**src/rtl/traffic_pkg.sv**
```systemverilog
// Shared lamp/phase encodings and small elaboration helpers for the
// N-approach traffic light controller.
package traffic_pkg;

  typedef enum logic [1:0] {
    LT_RED    = 2'b00,
    LT_YELLOW = 2'b01,
    LT_GREEN  = 2'b10
  } light_t;

  typedef enum logic [1:0] {
    PH_IDLE    = 2'd0,
    PH_GREEN   = 2'd1,
    PH_YELLOW  = 2'd2,
    PH_ALL_RED = 2'd3
  } phase_t;

  // Raw lamp codes driven onto the per-approach 2-bit lamp buses
  localparam logic [1:0] LAMP_RED    = LT_RED;
  localparam logic [1:0] LAMP_YELLOW = LT_YELLOW;
  localparam logic [1:0] LAMP_GREEN  = LT_GREEN;

  function automatic int unsigned max_u(input int unsigned a, input int unsigned b);
    return (a > b) ? a : b;
  endfunction

  function automatic logic dir_valid(input int unsigned dir, input int unsigned n_dir);
    return dir < n_dir;
  endfunction

endpackage

```
**src/rtl/rr_arbiter_n.sv**
```systemverilog
// Combinational round-robin arbiter with an overriding preempt request.
// The search starts one past the last-served pointer.
module rr_arbiter_n
  import traffic_pkg::*;
#(
  parameter  int unsigned N_DIR = 3,
  localparam int unsigned IDX_W = $clog2(N_DIR)
) (
  input  logic [N_DIR-1:0] req,
  input  logic [IDX_W-1:0] pointer,
  input  logic             preempt,
  input  logic [IDX_W-1:0] preempt_dir,
  output logic             grant_valid,
  output logic [IDX_W-1:0] grant_idx
);

  logic [IDX_W-1:0]   start_c;
  logic [2*N_DIR-1:0] dbl_c;
  logic [N_DIR-1:0]   rot_c;
  logic               pre_ok_c;

  assign pre_ok_c = preempt && dir_valid(32'(preempt_dir), N_DIR);
  assign start_c  = (32'(pointer) >= N_DIR - 1) ? '0 : pointer + IDX_W'(1);

  // Rotate requests so bit 0 is the first approach searched
  assign dbl_c = {req, req};
  assign rot_c = N_DIR'(dbl_c >> start_c);

  always_comb begin
    grant_valid = 1'b0;
    grant_idx   = '0;
    if (pre_ok_c) begin
      grant_valid = 1'b1;
      grant_idx   = preempt_dir;
    end else begin
      for (int j = int'(N_DIR) - 1; j >= 0; j--) begin
        if (rot_c[j]) begin
          grant_valid = 1'b1;
          grant_idx   = IDX_W'((32'(start_c) + 32'(j)) % N_DIR);
        end
      end
    end
  end

endmodule

```
**src/rtl/traffic_light_controller_n.sv**
```systemverilog
// N-approach traffic light controller: round-robin service of sensor demand
// with green min/gap-out/max-out timing, yellow and all-red clearance, and preemption.
module traffic_light_controller_n
  import traffic_pkg::*;
#(
  parameter  int unsigned N_DIR       = 3,
  parameter  int unsigned GREEN_MIN   = 3,
  parameter  int unsigned GREEN_HOLD  = 5,
  parameter  int unsigned GREEN_MAX   = 10,
  parameter  int unsigned YELLOW_CYC  = 2,
  parameter  int unsigned ALL_RED_CYC = 1,
  localparam int unsigned IDX_W       = $clog2(N_DIR)
) (
  input  logic                  clk,
  input  logic                  reset,
  input  logic [N_DIR-1:0]      sensor,
  input  logic                  preempt,
  input  logic [IDX_W-1:0]      preempt_dir,
  output logic [N_DIR-1:0][1:0] lights,
  output logic [IDX_W-1:0]      active_dir,
  output logic [1:0]            phase
);

  localparam int unsigned CNT_MAX = max_u(max_u(max_u(GREEN_MIN, GREEN_HOLD), GREEN_MAX),
                                          max_u(YELLOW_CYC, ALL_RED_CYC));
  localparam int unsigned CNT_W   = $clog2(CNT_MAX + 1);

  localparam logic [CNT_W-1:0] MIN_C  = CNT_W'(GREEN_MIN);
  localparam logic [CNT_W-1:0] HOLD_C = CNT_W'(GREEN_HOLD);
  localparam logic [CNT_W-1:0] MAX_C  = CNT_W'(GREEN_MAX);
  localparam logic [CNT_W-1:0] YEL_C  = CNT_W'(YELLOW_CYC);
  localparam logic [CNT_W-1:0] AR_C   = CNT_W'(ALL_RED_CYC);
  localparam logic [CNT_W-1:0] ONE_C  = CNT_W'(1);

  phase_t                  phase_q, phase_d;
  logic [IDX_W-1:0]        act_q, act_d;
  logic [IDX_W-1:0]        ptr_q, ptr_d;
  logic [CNT_W-1:0]        green_q, green_d;
  logic [CNT_W-1:0]        gap_q, gap_d;
  logic [CNT_W-1:0]        tmr_q, tmr_d;
  logic [N_DIR-1:0][1:0]   lights_q, lights_d;

  logic                    grant_valid;
  logic [IDX_W-1:0]        grant_idx;
  logic                    own_c, other_c;
  logic                    pre_ok_c, pre_own_c;
  logic                    gap_out_c, max_out_c, green_exit_c;

  rr_arbiter_n #(
    .N_DIR (N_DIR)
  ) u_arb (
    .req         (sensor),
    .pointer     (ptr_q),
    .preempt     (preempt),
    .preempt_dir (preempt_dir),
    .grant_valid (grant_valid),
    .grant_idx   (grant_idx)
  );

  // Split demand into the served approach and everyone else
  always_comb begin
    own_c   = 1'b0;
    other_c = 1'b0;
    for (int i = 0; i < int'(N_DIR); i++) begin
      if (act_q == IDX_W'(i)) own_c = sensor[i];
      else                    other_c = other_c | sensor[i];
    end
  end

  assign pre_ok_c     = preempt && dir_valid(32'(preempt_dir), N_DIR);
  assign pre_own_c    = pre_ok_c && (preempt_dir == act_q);
  assign gap_out_c    = (gap_q == HOLD_C);
  assign max_out_c    = (green_q == MAX_C) && other_c;
  assign green_exit_c = !pre_own_c && (green_q >= MIN_C) && (gap_out_c || max_out_c);

  // Next-state, timers and next lamp pattern
  always_comb begin
    phase_d  = phase_q;
    act_d    = act_q;
    ptr_d    = ptr_q;
    green_d  = green_q;
    gap_d    = gap_q;
    tmr_d    = tmr_q;
    lights_d = '0;

    case (phase_q)
      PH_IDLE: begin
        if (grant_valid) begin
          phase_d = PH_GREEN;
          act_d   = grant_idx;
          green_d = ONE_C;
          gap_d   = '0;
          tmr_d   = '0;
          if (!pre_ok_c) ptr_d = grant_idx;
        end
      end

      PH_GREEN: begin
        if ((pre_ok_c && !pre_own_c) || green_exit_c) begin
          phase_d = PH_YELLOW;
          tmr_d   = ONE_C;
          green_d = '0;
          gap_d   = '0;
        end else begin
          green_d = (green_q == MAX_C) ? green_q : green_q + ONE_C;
          if (own_c)                gap_d = '0;
          else if (gap_q != HOLD_C) gap_d = gap_q + ONE_C;
        end
      end

      PH_YELLOW: begin
        if (tmr_q >= YEL_C) begin
          phase_d = PH_ALL_RED;
          tmr_d   = ONE_C;
        end else begin
          tmr_d = tmr_q + ONE_C;
        end
      end

      PH_ALL_RED: begin
        if (tmr_q >= AR_C) begin
          tmr_d   = '0;
          green_d = '0;
          gap_d   = '0;
          if (grant_valid) begin
            phase_d = PH_GREEN;
            act_d   = grant_idx;
            green_d = ONE_C;
            if (!pre_ok_c) ptr_d = grant_idx;
          end else begin
            phase_d = PH_IDLE;
          end
        end else begin
          tmr_d = tmr_q + ONE_C;
        end
      end

      default: phase_d = PH_IDLE;
    endcase

    for (int i = 0; i < int'(N_DIR); i++) begin
      lights_d[i] = LAMP_RED;
      if (act_d == IDX_W'(i)) begin
        if (phase_d == PH_GREEN)       lights_d[i] = LAMP_GREEN;
        else if (phase_d == PH_YELLOW) lights_d[i] = LAMP_YELLOW;
      end
    end
  end

  // State register; pointer resets to the last approach so index 0 wins first
  always_ff @(posedge clk) begin
    if (reset) begin
      phase_q  <= PH_IDLE;
      act_q    <= '0;
      ptr_q    <= IDX_W'(N_DIR - 1);
      green_q  <= '0;
      gap_q    <= '0;
      tmr_q    <= '0;
      lights_q <= '0;
    end else begin
      phase_q  <= phase_d;
      act_q    <= act_d;
      ptr_q    <= ptr_d;
      green_q  <= green_d;
      gap_q    <= gap_d;
      tmr_q    <= tmr_d;
      lights_q <= lights_d;
    end
  end

  assign lights     = lights_q;
  assign active_dir = act_q;
  assign phase      = phase_q;

endmodule

```
**config.mk**
```make
export PLATFORM = sky130hd
export DESIGN_NAME = traffic_light_controller_n
export DESIGN_NICKNAME = d
export VERILOG_FILES = /design/src/rtl/traffic_pkg.sv /design/src/rtl/rr_arbiter_n.sv /design/src/rtl/traffic_light_controller_n.sv
export SDC_FILE = /design/constraint.sdc
export NUM_CORES = 1
export LEC_CHECK = 0
export CAP_MARGIN = 20
export CORE_MARGIN = 2
export CORE_UTILIZATION = 52
export CTS_BUF_LIST = sky130_fd_sc_hd__clkbuf_4
export DETAILED_ROUTE_END_ITERATION = 10
export PLACE_DENSITY_LB_ADDON = 0.15
export SKIP_CTS_REPAIR_TIMING = 1
export SYNTH_ARGS = -nofsm -noshare
export SYNTH_HDL_FRONTEND = slang
export SYNTH_SLANG_ARGS = --single-unit
```
**constraint.sdc**
```tcl
create_clock -name clk -period 2.19 [get_ports clk]
set_clock_uncertainty 0.1 [all_clocks]
set_input_delay 0.657 -clock clk [delete_from_list [all_inputs] [get_ports clk]]
set_output_delay 0.657 -clock clk [all_outputs]
set_load 0.02 [all_outputs]
```
# Word-level counts from Yosys, hierarchy flattened
# Cells that the tools add are included.
word_totals:
  ff_bits: 24
  output_inout_bits: 10
  elab_cells: 114
  inputBits: 8
op_classes:
  n_addsub: 6
  reduce_logical: 21
  magnitude_cmp: 5
  n_eq_ne: 18
  div: 3
  n_mux: 46
  bitwise_logic: 5
  shifts: 1
op_table:
  columns: ["op", "n"]
  rows:
  - ["modulo 32 x 2 -> 32 bit, second input constant", 2]
  - ["two-way mux 4 bit", 12]
  - ["modulo 2 x 2 -> 32 bit, second input constant", 1]
  - ["two-way mux 2 bit", 15]
  - ["case mux 4 bit (3 select lines)", 2]
  - ["case mux 4 bit (4 select lines)", 1]
  - ["two-way mux 1 bit", 13]
  - ["adder 4 x 1 -> 4 bit, second input constant", 3]
  - ["equality test 2 bit, second input constant", 5]
  - ["equality test 2 x 1 -> 1 bit, second input constant", 4]
  - ["greater-or-equal comparator 4 x 2 -> 1 bit, second input constant", 2]
  - ["case mux 2 bit (2 select lines)", 2]
  - ["case mux 2 bit (4 select lines)", 1]
  - ["AND reduction 4 bit", 2]
  - ["logical AND 1 bit", 6]
  - ["logical NOT 2 bit", 3]
  - ["!= test 2 bit, second input constant", 3]
  - ["OR reduction 2 bit", 3]
  - ["right shift 6 x 2 -> 3 bit", 1]
  - ["equality test 4 x 3 -> 1 bit, second input constant", 1]
  - ["equality test 4 bit, second input constant", 1]
  - ["greater-or-equal comparator 4 x 1 -> 1 bit, second input constant", 1]
  - ["!= test 4 x 3 -> 1 bit, second input constant", 1]
  - ["!= test 4 bit, second input constant", 1]
  - ["other kinds (14)", 19]

# Logic depth before layout (Yosys ltp)
# Gate-level depths: netlist (run 1).
depth:
  word_depth: 15
  mapped_depth: 8

# Modules after synthesis
# From an unflattened synthesis (run 1), not the netlist that was laid out.
hier_totals:
  cells_unflattened: 202
  area_unflattened_um2: 1629.1
by_module_without_submodules:
  columns: ["module", "instances", "cells_each", "area_each_um2"]
  rows:
  - ["traffic_light_controller_n", 1, 188, 1542.7]
  - ["rr_arbiter_n", 1, 14, 86.3]

# Least setup slack after synthesis (run 1)
# No wires, ideal clock.
synth_path:
  path_kind: "register to register"
  from: "register tmr_q[1]"
  to: "register lights_q, in the netlist lights[4]"
  path_stages_with_launch: 9
  t_arrival_ns: 1.863
  setup_ns: 0.117
  synth_period_minus_slack_ns: 2.080
  required_ns: 1.973
  setup_slack_ns: 0.110
  cell_sequence: "dfxtp_1 inv_1 ha_1 or4b_4 nand3_2 a211oi_2 a21bo_2 a21oi_2 and4bb_1"
synth_between:
  elab_chain_len: 6
synth_rtl:
  columns: ["element", "line", "rtl"]
  rows:
  - ["start: declaration", "traffic_light_controller_n.sv:40", "logic [CNT_W-1:0] tmr_q, tmr_d;"]
  - ["start signal: assignment", "traffic_light_controller_n.sv:166", "tmr_q <= tmr_d;"]
  - ["greater-or-equal comparator 4 x 1 -> 1 bit or greater-or-equal comparator 4 x 2 -> 1 bit (tied branches)", "traffic_light_controller_n.sv:121, traffic_light_controller_n.sv:112", null]
  - ["two-way mux 2 bit, on equally long branches", "traffic_light_controller_n.sv:121, traffic_light_controller_n.sv:112", null]
  - ["case mux 2 bit (4 select lines) or case mux 2 bit (2 select lines) (tied branches)", "traffic_light_controller_n.sv:86", "case (phase_q)"]
  - ["equality test 2 bit, on equally long branches", "traffic_light_controller_n.sv:145, traffic_light_controller_n.sv:143", null]
  - ["two-way mux 1 bit or inverter 1 bit (tied branches)", null, null]
  - ["two-way mux 2 bit or OR reduction 2 bit (tied branches)", null, null]
  - ["end signal: assignment", "traffic_light_controller_n.sv:167", "lights_q <= lights_d;"]
  - ["end: declaration", "traffic_light_controller_n.sv:41", "logic [N_DIR-1:0][1:0] lights_q, lights_d;"]
# Parallel ways exist; a longest one is shown, timed or not.
# A chain may end at the register's enable or synchronous reset.

# Final worst setup path (run 1)
layout_path:
  from: "register tmr_q[1]"
  to: "register lights_q, in the netlist lights[2]"
layout_between:
  elab_chain_len: 6
layout_rtl:
  columns: ["element", "line"]
  rows:
  - ["greater-or-equal comparator 4 x 1 -> 1 bit or greater-or-equal comparator 4 x 2 -> 1 bit (tied branches)", "traffic_light_controller_n.sv:121, traffic_light_controller_n.sv:112"]
  - ["two-way mux 2 bit, on equally long branches", "traffic_light_controller_n.sv:121, traffic_light_controller_n.sv:112"]
  - ["case mux 2 bit (4 select lines) or case mux 2 bit (2 select lines) (tied branches)", "traffic_light_controller_n.sv:86"]
  - ["equality test 2 bit or equality test 2 x 1 -> 1 bit (tied branches)", "traffic_light_controller_n.sv:145, traffic_light_controller_n.sv:143"]
  - ["two-way mux 1 bit or inverter 1 bit (tied branches)", null]
  - ["two-way mux 2 bit or OR reduction 2 bit (tied branches)", null]
# Parallel ways exist; a longest one is shown, timed or not.

==> results of run 1 <==
-- cells in the mapped netlist (2+ instances only) --
cell type / instances
or4_1: 2
o211ai_1: 2
nand2b_1: 4
nand4_1: 2
nor3_2: 2
o21ai_0: 7
and4bb_1: 2
a21bo_2: 3
dfxtp_1: 24
nor2b_1: 6
a21oi_2: 2
a21o_1: 4
nor4b_1: 2
a211oi_1: 3
mux2i_1: 3
nor2_1: 17
nand3b_1: 2
a21oi_1: 16
and2_1: 6
nand2_1: 14
nor3_1: 4
nand3_1: 5
inv_1: 12
a211oi_2: 3
a31oi_1: 5
ha_1: 12
and3_1: 3
o21ai_1: 2
-- flip-flops by register name, summed over array words and instances (netlist names) --
| name | cells |
|---|---|
| lights | 6 |
| phase | 2 |
| ptr_q | 2 |
| tmr_q | 4 |
| active_dir | 2 |
| green_q | 4 |
| gap_q | 4 |
-- path summary, 6_finish.rpt --
path	startpoint	endpoint	slack (ns)	cells after the start
min reg2reg	gap_q[3]$_SDFFE_PP0P_	gap_q[3]$_SDFFE_PP0P_	0.38	2
max reg2reg	tmr_q[1]$_SDFFE_PP0P_	lights[2]$_SDFF_PP0_	0.02	8
min	gap_q[3]$_SDFFE_PP0P_	gap_q[3]$_SDFFE_PP0P_	0.38	2
max	tmr_q[1]$_SDFFE_PP0P_	lights[2]$_SDFF_PP0_	0.02	8
-- per-stage QoR --
stage	TNS (ns)	hold WS, ns
after global placement	-8.08	0.357
after floorplan	0	0.349
final	0	0.383
after detailed placement	-9.21	0.371
after CTS	-1.63	0.389
after global routing	-0.357	0.397
-- layout by cell type, fill, tap and decap left out, types with 2 or more instances in the layout --
cell type	Yosys	final
a21oi_2	2	4
nor2_2	0	2
a211oi_1	3	3
nand3_2	1	2
and3_1	3	3
a21oi_4	1	3
and2_1	6	5
o211ai_1	2	2
dlymetal6s2s_1	0	9
ha_4	0	2
nand4_1	2	2
and4bb_1	2	2
inv_1	12	10
nor4b_2	1	2
or4_1	2	2
nand3_1	5	4
buf_4	0	28
o21ai_0	7	6
a211oi_2	3	3
dfxtp_2	0	3
nand2b_1	4	4
o21ai_1	2	3
nand2_1	14	14
nor2_1	17	15
mux2i_1	3	3
a21oi_1	16	13
a31oi_1	5	5
nor3_1	4	4
a21o_1	4	4
clkdlybuf4s50_1	0	8
dfxtp_1	24	20
ha_1	12	9
nand3b_1	2	2
nor2b_1	6	6
inv_4	0	2
a21bo_2	3	3
clkbuf_4	0	3
-- routing by layer --
metal	vias to the layer above	track usage, %
met3	6	3.68
met1	769	30.5
met2	47	43.3
met5	-	0
met4	0	7.30
li1	802	-
-- tightest hold or removal path: cells and delay by family (launching register included) --
kind	cells	cell delay, ns
AND/OR/NAND/NOR	1	0.05
flip-flops	1	0.35
AO/OA/AOI/OAI	1	0.05
-- report_power, final --
part	total [mW]	switching, mW	internal, mW	leakage (nW)
Combinational	0.678	0.366	0.313	0.774
Sequential	0.530	0.0503	0.480	0.197
Clock	0.194	0.130	0.0643	0.0138
-- kinds of logic after synthesis --
group / synth area share, %
buffers and inverters: 3.63
adders and majority gates: 9.28
AOI/OAI and AO/OA: 26.9
DFF: 29.7
xor gates and xnor gates: 0.541
and+or+nand+nor: 28.1
muxes: 1.86
-- final cells by class --
type	instances	share of cell area [%]
Multi-Input combinational cell	155	54.4
Clock buffer	3	1.02
Inverter	12	2.27
Timing Repair Buffer	45	18.3
Tap cell	33	1.88
Sequential cell	24	22.2
==> impl_metrics.ini, run 1 <==
[clocking]
numCtsBuffers = 3
cts_sinks = 24
h-tree-depth = 1
cts-root-buf = clkbuf_4
clockBufferDepth = 2
insertion_delay_ns = 0.31
cts_tree = done
clk_pin_slew_ns = 0.13

[placement]
place_area_um2 = 2020
detailedPlace.worstSlack_ns = -0.524
dpl.hpwl_mm = 3.25
gp_congestion = 0.873
numPortBuffers = 17
placed_cells = 267

[logic_synthesis]
synth_area_leaders = dfxtp_1 30%, ha_1 9.3%, a21oi_1 4.9%
ys_seq_area_share_pct = 29.7
yosysWarnings = 0
syn-num-nets = 213
synth_edf_count = 0
synth_top_cell_by_area = dfxtp_1
ys.flop_type = dfxtp_1
ys_ff_latch = 24
synth_area_um2 = 1620
syn_avg_cell_area_um2 = 8.38
async_flop_share_pct = 0
postSynthCellCount = 193
synth_cell_types = 52
synth_top_area_share_pct = 29.7

[floorplanning]
num_io_pins = 18
start_util_pct = 53.9
core_um2 = 3000
dieArea_um2 = 3570
die_h_um = 59.8
die_w_um = 59.8
fp-row-count = 20

[sta]
fmax_mhz = 461
fin_ws_ns = 0.0196
hold_violations = 0
rsz0062_at_grt = true
worstMarginPinSlew_ns = 0.371
final-setup-viol-count = 0
slew_violations = 0
fin_crit_sh_pct = 99.1
period_minus_slack_ns = 2.17
relSlewSlack_pct = 75.2

[detailed_routing]
route.detailed.drc = 0
wire_per_inst_um = 16.1
dr.max_layer_used = met4
viasPerCell = 5.97
antenna_left = 0
drt_pre_antenna_iters = 5
met2WireLength_mm = 2.24
num_vias = 1624
dr.first_iter.drc_count = 71
routed_wl_mm = 4.38
dr_wl_met3_um = 175
drt-met1-wl_mm = 1.91

[run]
cap_violations = 0

[global_route]
grt_pass1_wl_mm = 6.79
overflow = 0
grt_max_degree = 16
grt_pass1_vias = 1622
antenna_found_initial = 0
grtUsageTotal_pct = 24.5

[layout]
layout.nets = 261
drive_gt1_share_pct = 28.9
multiInputGateArea_um2 = 1200
design_area_um2 = 2200
synthToLayoutAreaGrowth_pct = 36.1
fillers = 245
final_util_pct = 73.3
instances_no_fill = 272
register_area_um2 = 488
n_antenna_cell = 0

[power_and_ir_drop]
ir_drop_mv = 0.477
cellLeakagePower_nw = 0.985
power_mw = 1.40
p_per_area_nw_per_um2 = 637

[worst_hold_path]
min_path_type = reg2reg

[setup_path]
crit_family = simple AND/OR/NAND/NOR gates
worstPathArrival_ns = 2.29
start_kind = flip-flop
crit_type = reg2reg
crit_chain = inv_4, ha_4, or4b_4, a21oi_4, o21ai_4, a32oi_2, nor2_2, and4bb_1
endpoint_kind = flip-flop
worst-path-max-fanout = 4
critPathBufInv = 1
cp_slowest_cell = or4b_4
crit_required_ns = 2.30
max_stage_delay_ns = 0.51

[status]
outcome = completed
(Power assumes the default switching activity.)
==> run 2: changes to the inputs <==
Settings changed: SLEW_MARGIN set to 20.
==> results of run 2 <==
Final layout, timing and power as in run 1 (identical DEF).
==> run 3: changes to the inputs <==
Settings changed: CTS_CLUSTER_DIAMETER set to 150, CTS_CLUSTER_SIZE set to 40.
==> results of run 3 <==
Final layout, timing and power as in run 1 (identical DEF).
